===== config.mk =====
export PLATFORM = sky130hd
export DESIGN_NAME = riscv_control_fsm
export DESIGN_NICKNAME = d
export VERILOG_FILES = /design/src/rtl/shrike_pkg.sv /design/src/rtl/riscv_mem_watchdog.sv /design/src/rtl/riscv_control_fsm.sv
export SDC_FILE = /design/constraint.sdc
export NUM_CORES = 1
export LEC_CHECK = 0
export BUFFER_PORTS_ARGS = -buffer_cell sky130_fd_sc_hd__buf_2
export CORE_AREA = 2 2 52 54
export CTS_BUF_LIST = sky130_fd_sc_hd__clkbuf_8
export CTS_CLUSTER_DIAMETER = 150
export DETAILED_ROUTE_END_ITERATION = 7
export DIE_AREA = 0 0 54 56
export HOLD_SLACK_MARGIN = 0.02
export PLACE_DENSITY = 0.92
export SLEW_MARGIN = 25
export SYNTH_ARGS = -nofsm -noshare
export SYNTH_HDL_FRONTEND = slang
export SYNTH_SLANG_ARGS = --single-unit

===== constraint.sdc =====
create_clock -name clk -period 3.1 [get_ports clk]
set_input_delay 0.155 -clock clk [delete_from_list [all_inputs] [get_ports clk]]
set_output_delay 0.155 -clock clk [all_outputs]
set_load 0.005 [all_outputs]

===== src/rtl/shrike_pkg.sv =====
// rtl/shrike_pkg.sv - shared states, select encodings, opcodes and trap causes for the Shrike-V sequencer
package shrike_pkg;

  typedef enum logic [2:0] {
    ST_BOOT,
    ST_FETCH,
    ST_DECODE,
    ST_EXEC,
    ST_MEM,
    ST_WB,
    ST_TRAP
  } state_e;

  localparam logic [1:0] PC_SEL_PC4  = 2'd0;
  localparam logic [1:0] PC_SEL_IMM  = 2'd1;
  localparam logic [1:0] PC_SEL_ALU  = 2'd2;
  localparam logic [1:0] PC_SEL_TRAP = 2'd3;

  localparam logic [1:0] WB_SEL_ALU  = 2'd0;
  localparam logic [1:0] WB_SEL_LOAD = 2'd1;
  localparam logic [1:0] WB_SEL_PC4  = 2'd2;
  localparam logic [1:0] WB_SEL_IMMU = 2'd3;

  localparam logic [2:0] IMM_I = 3'd0;
  localparam logic [2:0] IMM_S = 3'd1;
  localparam logic [2:0] IMM_B = 3'd2;
  localparam logic [2:0] IMM_U = 3'd3;
  localparam logic [2:0] IMM_J = 3'd4;

  localparam logic [6:0] OPC_LOAD     = 7'b0000011;
  localparam logic [6:0] OPC_MISC_MEM = 7'b0001111;
  localparam logic [6:0] OPC_OP_IMM   = 7'b0010011;
  localparam logic [6:0] OPC_AUIPC    = 7'b0010111;
  localparam logic [6:0] OPC_STORE    = 7'b0100011;
  localparam logic [6:0] OPC_OP       = 7'b0110011;
  localparam logic [6:0] OPC_LUI      = 7'b0110111;
  localparam logic [6:0] OPC_BRANCH   = 7'b1100011;
  localparam logic [6:0] OPC_JALR     = 7'b1100111;
  localparam logic [6:0] OPC_JAL      = 7'b1101111;
  localparam logic [6:0] OPC_SYSTEM   = 7'b1110011;

  localparam logic [3:0] CAUSE_NONE        = 4'd0;
  localparam logic [3:0] CAUSE_FETCH_FAULT = 4'd1;
  localparam logic [3:0] CAUSE_ILLEGAL     = 4'd2;
  localparam logic [3:0] CAUSE_LOAD_FAULT  = 4'd5;
  localparam logic [3:0] CAUSE_STORE_FAULT = 4'd7;

  typedef enum logic [3:0] {
    CLS_OP,
    CLS_OPIMM,
    CLS_LUI,
    CLS_AUIPC,
    CLS_JAL,
    CLS_JALR,
    CLS_LOAD,
    CLS_STORE,
    CLS_BRANCH,
    CLS_NOP,
    CLS_ILLEGAL
  } instr_cls_e;

  // Sorts an instruction into the sequencing class that decides its path after EXEC.
  function automatic instr_cls_e classify(input logic [6:0] opcode, input logic [2:0] funct3);
    instr_cls_e cls;
    case (opcode)
      OPC_OP:       cls = CLS_OP;
      OPC_OP_IMM:   cls = CLS_OPIMM;
      OPC_LUI:      cls = CLS_LUI;
      OPC_AUIPC:    cls = CLS_AUIPC;
      OPC_JAL:      cls = CLS_JAL;
      OPC_JALR:     cls = CLS_JALR;
      OPC_LOAD:     cls = (funct3 == 3'd3 || funct3 >= 3'd6) ? CLS_ILLEGAL : CLS_LOAD;
      OPC_STORE:    cls = (funct3 >= 3'd3) ? CLS_ILLEGAL : CLS_STORE;
      OPC_BRANCH:   cls = (funct3 == 3'd2 || funct3 == 3'd3) ? CLS_ILLEGAL : CLS_BRANCH;
      OPC_MISC_MEM: cls = CLS_NOP;
      OPC_SYSTEM:   cls = CLS_NOP;
      default:      cls = CLS_ILLEGAL;
    endcase
    return cls;
  endfunction

endpackage


===== src/rtl/riscv_mem_watchdog.sv =====
// rtl/riscv_mem_watchdog.sv - saturating wait counter that flags a stuck memory transfer
module riscv_mem_watchdog #(
  parameter int unsigned MEM_TIMEOUT = 255
) (
  input  logic clk,
  input  logic rst_n,
  input  logic clear_i,
  input  logic count_i,
  output logic expired_o
);

  localparam int unsigned CNT_W = (MEM_TIMEOUT == 0) ? 1 : $clog2(MEM_TIMEOUT + 1);
  // Expiry is flagged in the wait cycle that brings the count up to the limit,
  // so exactly MEM_TIMEOUT request cycles elapse before the sequencer traps.
  localparam logic [CNT_W-1:0] LAST = CNT_W'((MEM_TIMEOUT == 0) ? 0 : MEM_TIMEOUT - 1);

  logic [CNT_W-1:0] cnt_q, cnt_d;

  // Clear wins over count; the count sticks at all-ones rather than wrapping.
  always_comb begin
    cnt_d = cnt_q;
    if (clear_i) begin
      cnt_d = '0;
    end else if (count_i && cnt_q != '1) begin
      cnt_d = cnt_q + 1'b1;
    end
  end

  // Counter register.
  always_ff @(posedge clk or negedge rst_n) begin
    if (!rst_n) begin
      cnt_q <= '0;
    end else begin
      cnt_q <= cnt_d;
    end
  end

  assign expired_o = (MEM_TIMEOUT != 0) && count_i && (cnt_q == LAST);

endmodule


===== src/rtl/riscv_control_fsm.sv =====
// rtl/riscv_control_fsm.sv - multi-cycle RV32I control sequencer; SHRIKE_ILLEGAL_TRAP_EN traps illegal encodings
module riscv_control_fsm
  import shrike_pkg::*;
#(
  parameter int unsigned MEM_TIMEOUT = 255
) (
  input  logic       clk,
  input  logic       rst_n,
  input  logic [6:0] opcode,
  input  logic [2:0] funct3,
  input  logic       branch_taken,
  input  logic       mem_ready,
  output logic       mem_req,
  output logic       mem_we,
  output logic       mem_addr_sel,
  output logic       ir_we,
  output logic       pc_we,
  output logic [1:0] pc_sel,
  output logic       rf_we,
  output logic [1:0] wb_sel,
  output logic       alu_a_sel,
  output logic       alu_b_sel,
  output logic [2:0] imm_sel,
  output logic       retire,
  output logic       trap,
  output logic [3:0] trap_cause
);

  state_e     state_q, state_d;
  logic [3:0] trap_cause_q, trap_cause_d;
  instr_cls_e cls_raw, cls;
  logic       op_alu_a, op_alu_b;
  logic [2:0] op_imm;
  logic       wd_clear, wd_count, wd_expired;

  assign cls_raw = classify(opcode, funct3);

  // Illegal encodings either trap or degrade to a retiring NOP.
  always_comb begin
`ifdef SHRIKE_ILLEGAL_TRAP_EN
    cls = cls_raw;
`else
    cls = (cls_raw == CLS_ILLEGAL) ? CLS_NOP : cls_raw;
`endif
  end

  // Operand and immediate selects depend only on the opcode in the IR.
  always_comb begin
    op_alu_a = 1'b0;
    op_alu_b = 1'b0;
    op_imm   = IMM_I;
    case (opcode)
      OPC_AUIPC: begin
        op_alu_a = 1'b1;
        op_imm   = IMM_U;
      end
      OPC_JAL: begin
        op_alu_a = 1'b1;
        op_imm   = IMM_J;
      end
      OPC_BRANCH: begin
        op_alu_a = 1'b1;
        op_imm   = IMM_B;
      end
      OPC_OP_IMM, OPC_LOAD, OPC_JALR: begin
        op_alu_b = 1'b1;
      end
      OPC_STORE: begin
        op_alu_b = 1'b1;
        op_imm   = IMM_S;
      end
      OPC_LUI: begin
        op_imm = IMM_U;
      end
      default: begin
      end
    endcase
  end

  // Wait cycles are counted only in the two states that own the memory port.
  assign wd_count = (state_q == ST_FETCH || state_q == ST_MEM) && !mem_ready;
  assign wd_clear = (state_d != state_q);

  riscv_mem_watchdog #(
    .MEM_TIMEOUT(MEM_TIMEOUT)
  ) u_watchdog (
    .clk      (clk),
    .rst_n    (rst_n),
    .clear_i  (wd_clear),
    .count_i  (wd_count),
    .expired_o(wd_expired)
  );

  // Next-state and datapath strobes; every output defaults low.
  always_comb begin
    state_d      = state_q;
    trap_cause_d = trap_cause_q;
    mem_req      = 1'b0;
    mem_we       = 1'b0;
    mem_addr_sel = 1'b0;
    ir_we        = 1'b0;
    pc_we        = 1'b0;
    pc_sel       = PC_SEL_PC4;
    rf_we        = 1'b0;
    wb_sel       = WB_SEL_ALU;
    alu_a_sel    = 1'b0;
    alu_b_sel    = 1'b0;
    imm_sel      = IMM_I;
    retire       = 1'b0;
    trap         = 1'b0;

    if (state_q == ST_DECODE || state_q == ST_EXEC || state_q == ST_MEM || state_q == ST_WB) begin
      alu_a_sel = op_alu_a;
      alu_b_sel = op_alu_b;
      imm_sel   = op_imm;
    end

    case (state_q)
      ST_BOOT: begin
        state_d = ST_FETCH;
      end
      ST_FETCH: begin
        mem_req = 1'b1;
        if (mem_ready) begin
          ir_we   = 1'b1;
          state_d = ST_DECODE;
        end else if (wd_expired) begin
          state_d      = ST_TRAP;
          trap_cause_d = CAUSE_FETCH_FAULT;
        end
      end
      ST_DECODE: begin
        state_d = ST_EXEC;
      end
      ST_EXEC: begin
        case (cls)
          CLS_BRANCH: begin
            pc_we   = 1'b1;
            pc_sel  = branch_taken ? PC_SEL_IMM : PC_SEL_PC4;
            retire  = 1'b1;
            state_d = ST_FETCH;
          end
          CLS_LOAD, CLS_STORE: begin
            state_d = ST_MEM;
          end
          CLS_ILLEGAL: begin
            state_d      = ST_TRAP;
            trap_cause_d = CAUSE_ILLEGAL;
          end
          default: begin
            state_d = ST_WB;
          end
        endcase
      end
      ST_MEM: begin
        mem_req      = 1'b1;
        mem_addr_sel = 1'b1;
        mem_we       = (cls == CLS_STORE);
        if (mem_ready) begin
          if (cls == CLS_STORE) begin
            pc_we   = 1'b1;
            pc_sel  = PC_SEL_PC4;
            retire  = 1'b1;
            state_d = ST_FETCH;
          end else begin
            state_d = ST_WB;
          end
        end else if (wd_expired) begin
          state_d      = ST_TRAP;
          trap_cause_d = (cls == CLS_STORE) ? CAUSE_STORE_FAULT : CAUSE_LOAD_FAULT;
        end
      end
      ST_WB: begin
        rf_we = !(cls == CLS_NOP || cls == CLS_ILLEGAL);
        case (cls)
          CLS_LOAD:          wb_sel = WB_SEL_LOAD;
          CLS_JAL, CLS_JALR: wb_sel = WB_SEL_PC4;
          CLS_LUI:           wb_sel = WB_SEL_IMMU;
          default:           wb_sel = WB_SEL_ALU;
        endcase
        pc_we = 1'b1;
        case (cls)
          CLS_JAL:  pc_sel = PC_SEL_IMM;
          CLS_JALR: pc_sel = PC_SEL_ALU;
          default:  pc_sel = PC_SEL_PC4;
        endcase
        retire  = 1'b1;
        state_d = ST_FETCH;
      end
      ST_TRAP: begin
        trap    = 1'b1;
        pc_we   = 1'b1;
        pc_sel  = PC_SEL_TRAP;
        state_d = ST_FETCH;
      end
      default: begin
        state_d = ST_BOOT;
      end
    endcase
  end

  // State and sticky trap cause; reset drops straight back to BOOT.
  always_ff @(posedge clk or negedge rst_n) begin
    if (!rst_n) begin
      state_q      <= ST_BOOT;
      trap_cause_q <= CAUSE_NONE;
    end else begin
      state_q      <= state_d;
      trap_cause_q <= trap_cause_d;
    end
  end

  assign trap_cause = trap_cause_q;

endmodule


Word-level counts from Yosys, hierarchy flattened:

Index checks and enable logic that the tools add are counted.

* logic and storage cells: 111
* register bits after elaboration: 15

* $add $sub $neg: 1
* muxes and demuxes: 44
* order comparisons: 2
* eq/ne operators: 36
* reduce and logical (&&, ||, !) cells: 25

Operators with widths (count)
* 4-bit one-hot mux with 10 select lines: 1
* 4-bit 2-to-1 mux: 8
* 7-bit equality test (second input constant): 4
* 7-bit by 6-bit equality test with 1-bit output (second input constant): 3
* 4-bit by 3-bit equality test with 1-bit output (second input constant): 4
* 4-bit equality test (second input constant): 4
* 1-bit 2-to-1 mux: 16
* 8-bit 2-to-1 mux: 2
* 3-bit 2-to-1 mux: 5
* 3-bit one-hot mux with 5 select lines: 1
* 7-bit by 5-bit equality test with 1-bit output (second input constant): 2
* 3-bit by 2-bit equality test with 1-bit output (second input constant): 4
* 2-bit one-hot mux with 3 select lines: 2
* 3-bit one-hot mux with 4 select lines: 1
* 4-bit one-hot mux with 3 select lines: 1
* 2-bit OR reduction: 6
* 3-bit equality test (second input constant): 3
* 3-bit one-hot mux with 3 select lines: 1
* 8-bit by 1-bit adder with 8-bit output (second input constant): 1
* 8-bit equality test (second input constant): 1
* 8-bit inequality test (second input constant): 1
* 7-bit by 2-bit equality test with 1-bit output (second input constant): 1
* 7-bit by 4-bit equality test with 1-bit output (second input constant): 1
* 1-bit logical OR: 7
* 18 further kinds: 28

Logic depth before layout (Yosys ltp):

Gate-level depths: netlist of the first run.

* depth after elaboration: 12
* depth in mapped cells: 6
* gate-level depth less buffers: 5

Modules after synthesis:

A second synthesis of the first run with hierarchy kept.

* cell total of the unflattened synthesis: 179
* area total of the unflattened synthesis: 1411.4 um^2

Modules (own cells, without submodules)
* riscv_control_fsm: cells each 128, area each 910.9 um^2, sequential area each 150.1 um^2, times used 1
* riscv_mem_watchdog: cells each 51, area each 500.5 um^2, sequential area each 200.2 um^2, times used 1

Worst setup path after synthesis of the first run:

Ideal clock, no wire load.

* path type: register -> register
* start: register state_q[1]
* end: register u_watchdog.cnt_q[5]
* data required time: 2970 ps
* cell stages (with the launch flop): 6
* arrival: 1493 ps
* path buffers: 0
* period minus slack after synthesis: 1623 ps
* slack: 1477 ps
* cells stage by stage: dfrtp_1 or2_2 a311oi_2 nand3_1 o2111ai_1 o31ai_1

* longest elaborated chain between the ends: 9
* elaborated cells on any way between the ends: 19
* those cells by class: eq/ne: 7; mux: 5; reduce/logical: 7

Ends and longest elaborated chain
* start: declaration: RTL line riscv_control_fsm.sv:29 `state_e state_q, state_d;`
* start signal: assignment: RTL line riscv_control_fsm.sv:208 `state_q <= state_d;`
* 3-bit by 1-bit equality test with 1-bit output or 3-bit equality test (tied branches): RTL line riscv_control_fsm.sv:81, riscv_control_fsm.sv:118
* 1-bit logical OR: RTL line riscv_control_fsm.sv:81 `assign wd_count = (state_q == ST_FETCH || state_q == ST_MEM) && !mem_ready;`
* 1-bit logical AND: RTL line riscv_control_fsm.sv:81
* 1-bit logical AND: RTL line riscv_mem_watchdog.sv:38 `assign expired_o = (MEM_TIMEOUT != 0) && count_i && (cnt_q == LAST);`
* 3-bit 2-to-1 mux: RTL line riscv_control_fsm.sv:127, riscv_control_fsm.sv:168
* 3-bit 2-to-1 mux (on tied branches): RTL line riscv_control_fsm.sv:159, riscv_control_fsm.sv:124
* 3-bit one-hot mux with 5 select lines: RTL line riscv_control_fsm.sv:118 `case (state_q)`
* 3-bit inequality test: RTL line riscv_control_fsm.sv:82 `assign wd_clear = (state_d != state_q);`
* 8-bit 2-to-1 mux or 2-bit nonzero test (tied branches)
* end signal: assignment: RTL line riscv_mem_watchdog.sv:34 `cnt_q <= cnt_d;`
* end: declaration: RTL line riscv_mem_watchdog.sv:17 `logic [CNT_W-1:0] cnt_q, cnt_d;`

Parallel ways exist; a longest one is shown, timed or not.
A chain may end at the register's enable or synchronous reset.

Final worst setup path of the first run:

* start: register state_q[1]
* end: output imm_sel[0]

* longest elaborated chain between the ends: 5
* elaborated cells on any way between the ends: 8
* those cells by class: eq/ne: 4; mux: 1; reduce/logical: 3

Ends and longest elaborated chain
* 3-bit by 2-bit equality test with 1-bit output: RTL line riscv_control_fsm.sv:112 `if (state_q == ST_DECODE || state_q == ST_EXEC || state_q == ST_MEM || state_q == ST_WB) begin`
* 1-bit logical OR (2 in a row): RTL line riscv_control_fsm.sv:112
* 1-bit logical OR *: RTL line riscv_control_fsm.sv:112
* 3-bit 2-to-1 mux *: RTL line riscv_control_fsm.sv:112
* end: declaration: RTL line riscv_control_fsm.sv:23 `output logic [2:0] imm_sel,`

Every way passes the cells marked *; elsewhere a longest branch is shown, timed or not.

==> results.yml, run 1 <==
layout:
  final_common_cell: "buf_2"
  fin_area_um2: 1590
  n_antenna_cell: 0
  fin_nets: 222
  final_cell_mix: "buf_2, nor2_1, nand2_1, dfrtp_1, a21oi_1"
  syn_to_final_growth_pct: 13.2
  drive_above_1_share_pct: 26.6
place:
  io_buffers: 33
  place.gp.congestion: 0.955
  place_area_um2: 1530
  hpwl_mm: 2.40
timing:
  finalHoldViolCount: 0
  fin_crit_sh_pct: 71.6
  rsz0062_at_grt: "false"
  drv_slew: 0
  holdWs_ns: 0.173
  max_freq_mhz: 451
  fin_tns_setup_ns: 0
  period_minus_slack_ns: 2.22
  setup_viol: 0
  fin_worst_skew_ns: 0.00658
clocking:
  clock-sinks: 14
  cts_tree: "yes"
  cts_root_buf: "clkbuf_8"
  clk_latency_ns: 0.24
  post_cts_buffers: 0
  cts_max_level: 1
  clockBufferDepth: 2
  cts_buffers: 3
  path_clk_slew_ns: 0.06
floorplan:
  design.core.area_um2: 2430
  start_util_pct: 57.8
  pin_count: 35
  rows: 18
  dieArea_um2: 3020
  chipWidth_um: 54
  die_h_um: 56
global_route:
  gr-total-overflow: 0
  grt_pass1_vias: 1226
  grtUsageTotal_pct: 21.7
  grt_max_degree: 16
  antenna_found_initial: 0
  grt_pass1_wl_mm: 5.15
hold_path:
  hold_path_class: "in2reg"
  whs_path_depth: 2
logic_synthesis:
  yosys_warnings: 0
  synth_area_um2: 1410
  ys.flop_type: "dfrtp_1"
  syn_inst: 174
  synth_top_cell_area_share_pct: 24.9
  syn_avg_cell_area_um2: 8.08
  synth_fp_nets: 192
  synth_top_area_cell: "dfrtp_1"
  synth-async-reset-ratio_pct: 100
  ys_seq_elements: 14
  ys_seq_area_share_pct: 24.9
  synthTopCellsByArea: "dfrtp_1, nor2_1, nand2_1"
  synth_cell_type_count: 56
  synth_edf_count: 0
worst_setup_path:
  required_ns: 2.94
  critPathMaxStageDelay_ns: 0.57
  start_kind: "register"
  crit_path_end_kind: "primary output"
  path_cells: "inv_1 -> ha_1 -> or3_1 -> nor3_1 -> buf_2"
  critPathArrivalTime_ns: 2.06
  cp_slowest_cell: "dfrtp_1"
  critPathMaxFanout: 14
  worstSetupPathType: "reg2out"
  worstRegToRegCells: 5
power:
  powerDensity_nw_per_um2: 459
  vdd_ir_drop_max_v: 0.000368
  power_leakage_nw: 0.723
route:
  drt_iter0_markers: 42
  drc: 0
  routed_wirelength_mm: 3.08
  viasPerCell: 5.98
  dr.pass1.iters: 4
  vias: 1393
  antenna_left: 0
  avgRoutedWirePerCell_um: 13.2
job:
  max-cap-violations: 0
status:
  status: "finished clean"
## final cells by class
| class | instances | area, um^2 |
|---|---|---|
| Sequential cell | 14 | 350 |
| Tap cell | 30 | 37.5 |
| Timing Repair Buffer | 34 | 175 |
| Multi-Input combinational cell | 142 | 938 |
| Clock buffer | 4 | 55.1 |
| Inverter | 9 | 33.8 |
| Fill cell | 212 | 842 |
## sequential cells by signal, indices dropped and copies added, names as in the netlist
| signal | cells |
|---|---|
| trap_cause | 3 |
| u_watchdog.cnt_q | 8 |
| state_q | 3 |
## cells in the mapped netlist, drive strengths merged, types with 2 or more instances
cell     count
inv          9
nor2        23
nor2b        2
a2111oi      2
nor4         3
and2         3
nand2b       5
a31oi        3
o31ai        2
nand3       10
or2          5
or3          2
nand4        2
o21ai        6
o22ai        2
nand2       16
buf          8
ha           4
a221o        2
xor2         3
xnor2        3
a21oi       11
a211oi       6
nor3         6
dfrtp       14
## worst paths after layout
kind                            slack [ns]                              end                      start
worst max-delay path                  0.88                       imm_sel[0]       state_q[1]$_DFF_PN0_
worst min-delay path                  0.17        trap_cause[1]$_DFFE_PN0P_                  mem_ready
worst max register to register        1.13             state_q[0]$_DFF_PN0_       state_q[1]$_DFF_PN0_
worst min register to register        0.46        trap_cause[0]$_DFFE_PN0P_  trap_cause[0]$_DFFE_PN0P_
max in group asynchronous             2.54        trap_cause[2]$_DFFE_PN0P_                      rst_n
min in group asynchronous             0.32  u_watchdog.cnt_q[0]$_DFFE_PN0P_                      rst_n
## power by group
group	internal [W]	total, W	switching, W
Clock	0.000112	0.000177	0.0000642
Sequential	0.000206	0.000258	0.0000520
Combinational	0.000116	0.000296	0.000180
Total	0.000435	0.000731	0.000296
## cells by family after synthesis
logic type | count (synthesis) | share of synthesized area (%)
and+or+nand+nor | 83 | 32.3
AOI/OAI and AO/OA | 48 | 26.9
buffers and inverters | 18 | 8.28
DFF | 14 | 24.9
xor gates and xnor gates | 6 | 3.74
adders and majority gates | 4 | 3.56
other | 1 | 0.267
## metal layers
layer	track usage, %	vias to the layer above	wire, um
li1	-	700	-
met4	7.14	0	21
met5	0	-	0
met3	2.69	2	153
met1	28.6	646	1400
met2	35.7	45	1500
## metrics by stage
stage,total power (W),std cells,util (%),worst slack (ns)
floorplan,0.000487,174,-,1.48
global placement,0.000551,228,62.7,1.16
detailed placement,0.000555,228,62.7,1.15
CTS,0.000734,233,65.4,0.875
global route,0.000791,233,65.4,0.789
finish,0.000731,233,65.4,0.882
## critical path: cells and delay by family, from the launching register on
family | cells | cell delay, ns
AND/OR/NAND/NOR | 2 | 0.57
buffers and inverters | 2 | 0.30
flip-flops | 1 | 0.57
adder cells (fa/ha/maj) | 1 | 0.36
## repair_timing
action | CTS | global route
hold buffers | 1 | 0
resized for setup | 0 | 0
hold endpoints to repair | 14 | 0
Power figures use the tool's default switching activity.
==> inputs of run 2 (changes only) <==
--- a/config.mk
+++ b/config.mk
@@ -5,14 +5,15 @@
 export SDC_FILE = /design/constraint.sdc
 export NUM_CORES = 1
 export LEC_CHECK = 0
+export ABC_AREA = 1
 export BUFFER_PORTS_ARGS = -buffer_cell sky130_fd_sc_hd__buf_2
-export CORE_AREA = 2 2 52 54
+export CORE_AREA = 2 2 53 55
 export CTS_BUF_LIST = sky130_fd_sc_hd__clkbuf_8
 export CTS_CLUSTER_DIAMETER = 150
 export DETAILED_ROUTE_END_ITERATION = 7
-export DIE_AREA = 0 0 54 56
+export DIE_AREA = 0 0 55 57
 export HOLD_SLACK_MARGIN = 0.02
-export PLACE_DENSITY = 0.92
+export PLACE_DENSITY = 0.86
 export SLEW_MARGIN = 25
 export SYNTH_ARGS = -nofsm -noshare
 export SYNTH_HDL_FRONTEND = slang
==> constraint.sdc (replaced) <==
create_clock -name clk -period 2.2 [get_ports clk]
set_input_delay 0.11 -clock clk [delete_from_list [all_inputs] [get_ports clk]]
set_output_delay 0.11 -clock clk [all_outputs]
set_load 0.005 [all_outputs]
==> results.yml, run 2 <==
status:
  status: "finished clean"
global_route:
  gr-total-overflow: 0
  grt_max_degree: 15
  grt_pass1_wl_mm: 5.02
  grtUsageTotal_pct: 20.7
  grt_pass1_vias: 1253
  antenna_found_initial: 0
worst_setup_path:
  r2r_setup_slack_ns: 0.25
  crit_path_end_kind: "register"
  critPathTopFamily: "simple AND/OR/NAND/NOR gates"
  start_kind: "register"
  crit_path_start: "state_q[1]$_DFF_PN0_"
  r2r_end: "u_watchdog.cnt_q[7]$_DFFE_PN0P_"
  critPathArrivalTime_ns: 2.09
  cp_slowest_cell: "dfrtp_1"
  crit_buf_inv: 2
  worstSetupPathType: "reg2reg"
  required_ns: 2.34
  worstRegToRegCells: 11
  path_depth: 11
  critPathMaxStageDelay_ns: 0.44
  critPathMaxFanout: 6
  path_cells: "inv_2 -> nand3_1 -> a21oi_2 -> nand2_1 -> inv_2 -> nand2_1 -> nor2_2 -> nand3_1 -> nor2_1 -> xor2_1 -> nor2_1"
  r2r_start: "state_q[1]$_DFF_PN0_"
  crit_end: "u_watchdog.cnt_q[7]$_DFFE_PN0P_"
route:
  drc: 0
  antenna_left: 0
  drt_iter0_markers: 42
  vias: 1422
  dr.pass1.iters: 4
  avgRoutedWirePerCell_um: 10.5
  routed_wirelength_mm: 2.91
  viasPerCell: 5.15
place:
  place.gp.congestion: 0.923
  hpwl_mm: 2.42
  io_buffers: 33
  placed_cells: 271
timing:
  fin_crit_sh_pct: 88.8
  fin_tns_setup_ns: 0
  period_minus_slack_ns: 1.95
  fin_worst_skew_ns: 0.00849
  finalHoldViolCount: 0
  max_freq_mhz: 512
  drv_slew: 0
  rsz0062_at_grt: "false"
  setup_viol: 0
logic_synthesis:
  synth_cell_type_count: 30
  syn_avg_cell_area_um2: 6.44
  ys_top_cells_by_count: "nand2_1, nor2_1, inv_1, nand3_1, dfrtp_1"
  synth-async-reset-ratio_pct: 100
  synth_top_cell_area_share_pct: 26.3
  synthTopCellsByArea: "dfrtp_1, nand2_1, nor2_1"
  yosysMostFrequentCell: "nand2_1"
  ys_seq_elements: 14
  synth_area_um2: 1330
  yosys_warnings: 0
  ys.flop_type: "dfrtp_1"
  synth_top_area_cell: "dfrtp_1"
  ys_seq_area_share_pct: 26.3
  syn_inst: 207
  synth_edf_count: 0
  synth_fp_nets: 225
floorplan:
  start_util_pct: 51.0
  dieArea_um2: 3140
  rows: 19
  pin_count: 35
  chipWidth_um: 55
  die_h_um: 57
  design.core.area_um2: 2620
clocking:
  cts_max_level: 1
  clockBufferDepth: 2
  cts_resized: 0
  clk_latency_ns: 0.25
  cts_buffers: 3
  cts_tree: "yes"
  clock-sinks: 14
  cts_root_buf: "clkbuf_8"
  path_clk_slew_ns: 0.06
power:
  seqPwrFrac_pct: 25.7
  power_leakage_nw: 0.891
  switching_share_pct: 46.7
  powerDensity_nw_per_um2: 911
  p_sw_w: 0.000682
  p_comb_share_pct: 57.3
  power.share.clock_pct: 17.0
  vdd_ir_drop_max_v: 0.000825
  cellInternalPower_w: 0.000777
layout:
  n_antenna_cell: 0
  fillers: 251
  final_common_cell: "nand2_1"
  fin_nets: 264
  drive_above_1_share_pct: 26.5
  largest_register_ffs: 8
  syn_to_final_growth_pct: 20.2
  regMostFlops: "u_watchdog.cnt_q"
  final_cells: 276
  final_cell_mix: "nand2_1, nor2_1, buf_2, inv_1, nand3_1"
hold_path:
  hold_path_class: "in2async"
job:
  max-cap-violations: 0
run 2: changes by cell type in the layout (fill, tap and decap cells not counted), sizes merged, moves of 3 or more:
cell,previous run,this run
a211oi,6,0
nand3,10,22
nand2,16,49
and2,3,0
inv,9,33
nor2,23,39
nor4,3,0
or2,5,1
nand2b,5,0
run 2: per-layer routing:
metal | vias up | global-route usage [%] | part of all wire [%]
li1 | 735 | - | -
met1 | 633 | 27.3 | 46
met2 | 50 | 34.9 | 47
met3 | 4 | 2.09 | 6.0
met4 | 0 | 6.27 | 1.2
met5 | - | 0 | 0
run 2: worst min path at each step:
| stage | startpoint | to | slack [ns] |
|---|---|---|---|
| finish | rst_n | u_watchdog.cnt_q[7]$_DFFE_PN0P_ | 0.28 |
| global route | mem_ready | state_q[1]$_DFF_PN0_ | 0.31 |
| CTS | mem_ready | state_q[1]$_DFF_PN0_ | 0.28 |
| detailed placement | rst_n | trap_cause[0]$_DFFE_PN0P_ | 0.02 |
| global placement | rst_n | trap_cause[0]$_DFFE_PN0P_ | 0.02 |
| floorplan | rst_n | state_q[0]$_DFF_PN0_ | -0.19 |
run 2: what timing repair did:
item / 4_1_cts / 5_1_grt
endpoints found under the hold margin: 14 / 0
hold buffers: 1 / 0
buffers inserted: 0 / 0
run 2: through the flow:
step / worst slack, ns / hold slack, ns / area [um^2] / power (W) / utilization [%]
floorplan: 0.482 / -0.186 / 1330 / 0.00100 / -
finish: 0.246 / 0.283 / 1600 / 0.00146 / 61.2
global placement: 0.361 / 0.0161 / 1540 / 0.00120 / 58.8
CTS: 0.273 / 0.276 / 1600 / 0.00147 / 61.2
detailed placement: 0.298 / 0.0201 / 1540 / 0.00121 / 58.8
global route: 0.0597 / 0.310 / 1600 / 0.00159 / 61.2
run 2: logic make-up after synthesis:
group                      synth area share [%]
AOI/OAI and AO/OA                          11.5
xor gates and xnor gates                   4.60
and+or+nand+nor                            43.8
other                                     0.281
DFF                                        26.3
adders and majority gates                  3.76
buffers and inverters                      9.86
run 2: power groups by stage:
stage               Clock [W]  Combinational, W  Sequential (W)
floorplan                   0          0.000642        0.000361
global placement            0          0.000828        0.000376
detailed placement          0          0.000835        0.000376
CTS                  0.000255          0.000840        0.000374
global route         0.000261          0.000945        0.000383
finish               0.000247          0.000836        0.000375
run 2: cell type report:
class                   instances  area, um^2  area share (%)
clock buffers                   4        55.1            3.44
flip-flops and latches         14         350            21.9
well taps                      31        38.8            2.42
repair buffers                 35         183            11.4
multi-input cells             159         851            53.1
inverters                      33         124            7.73
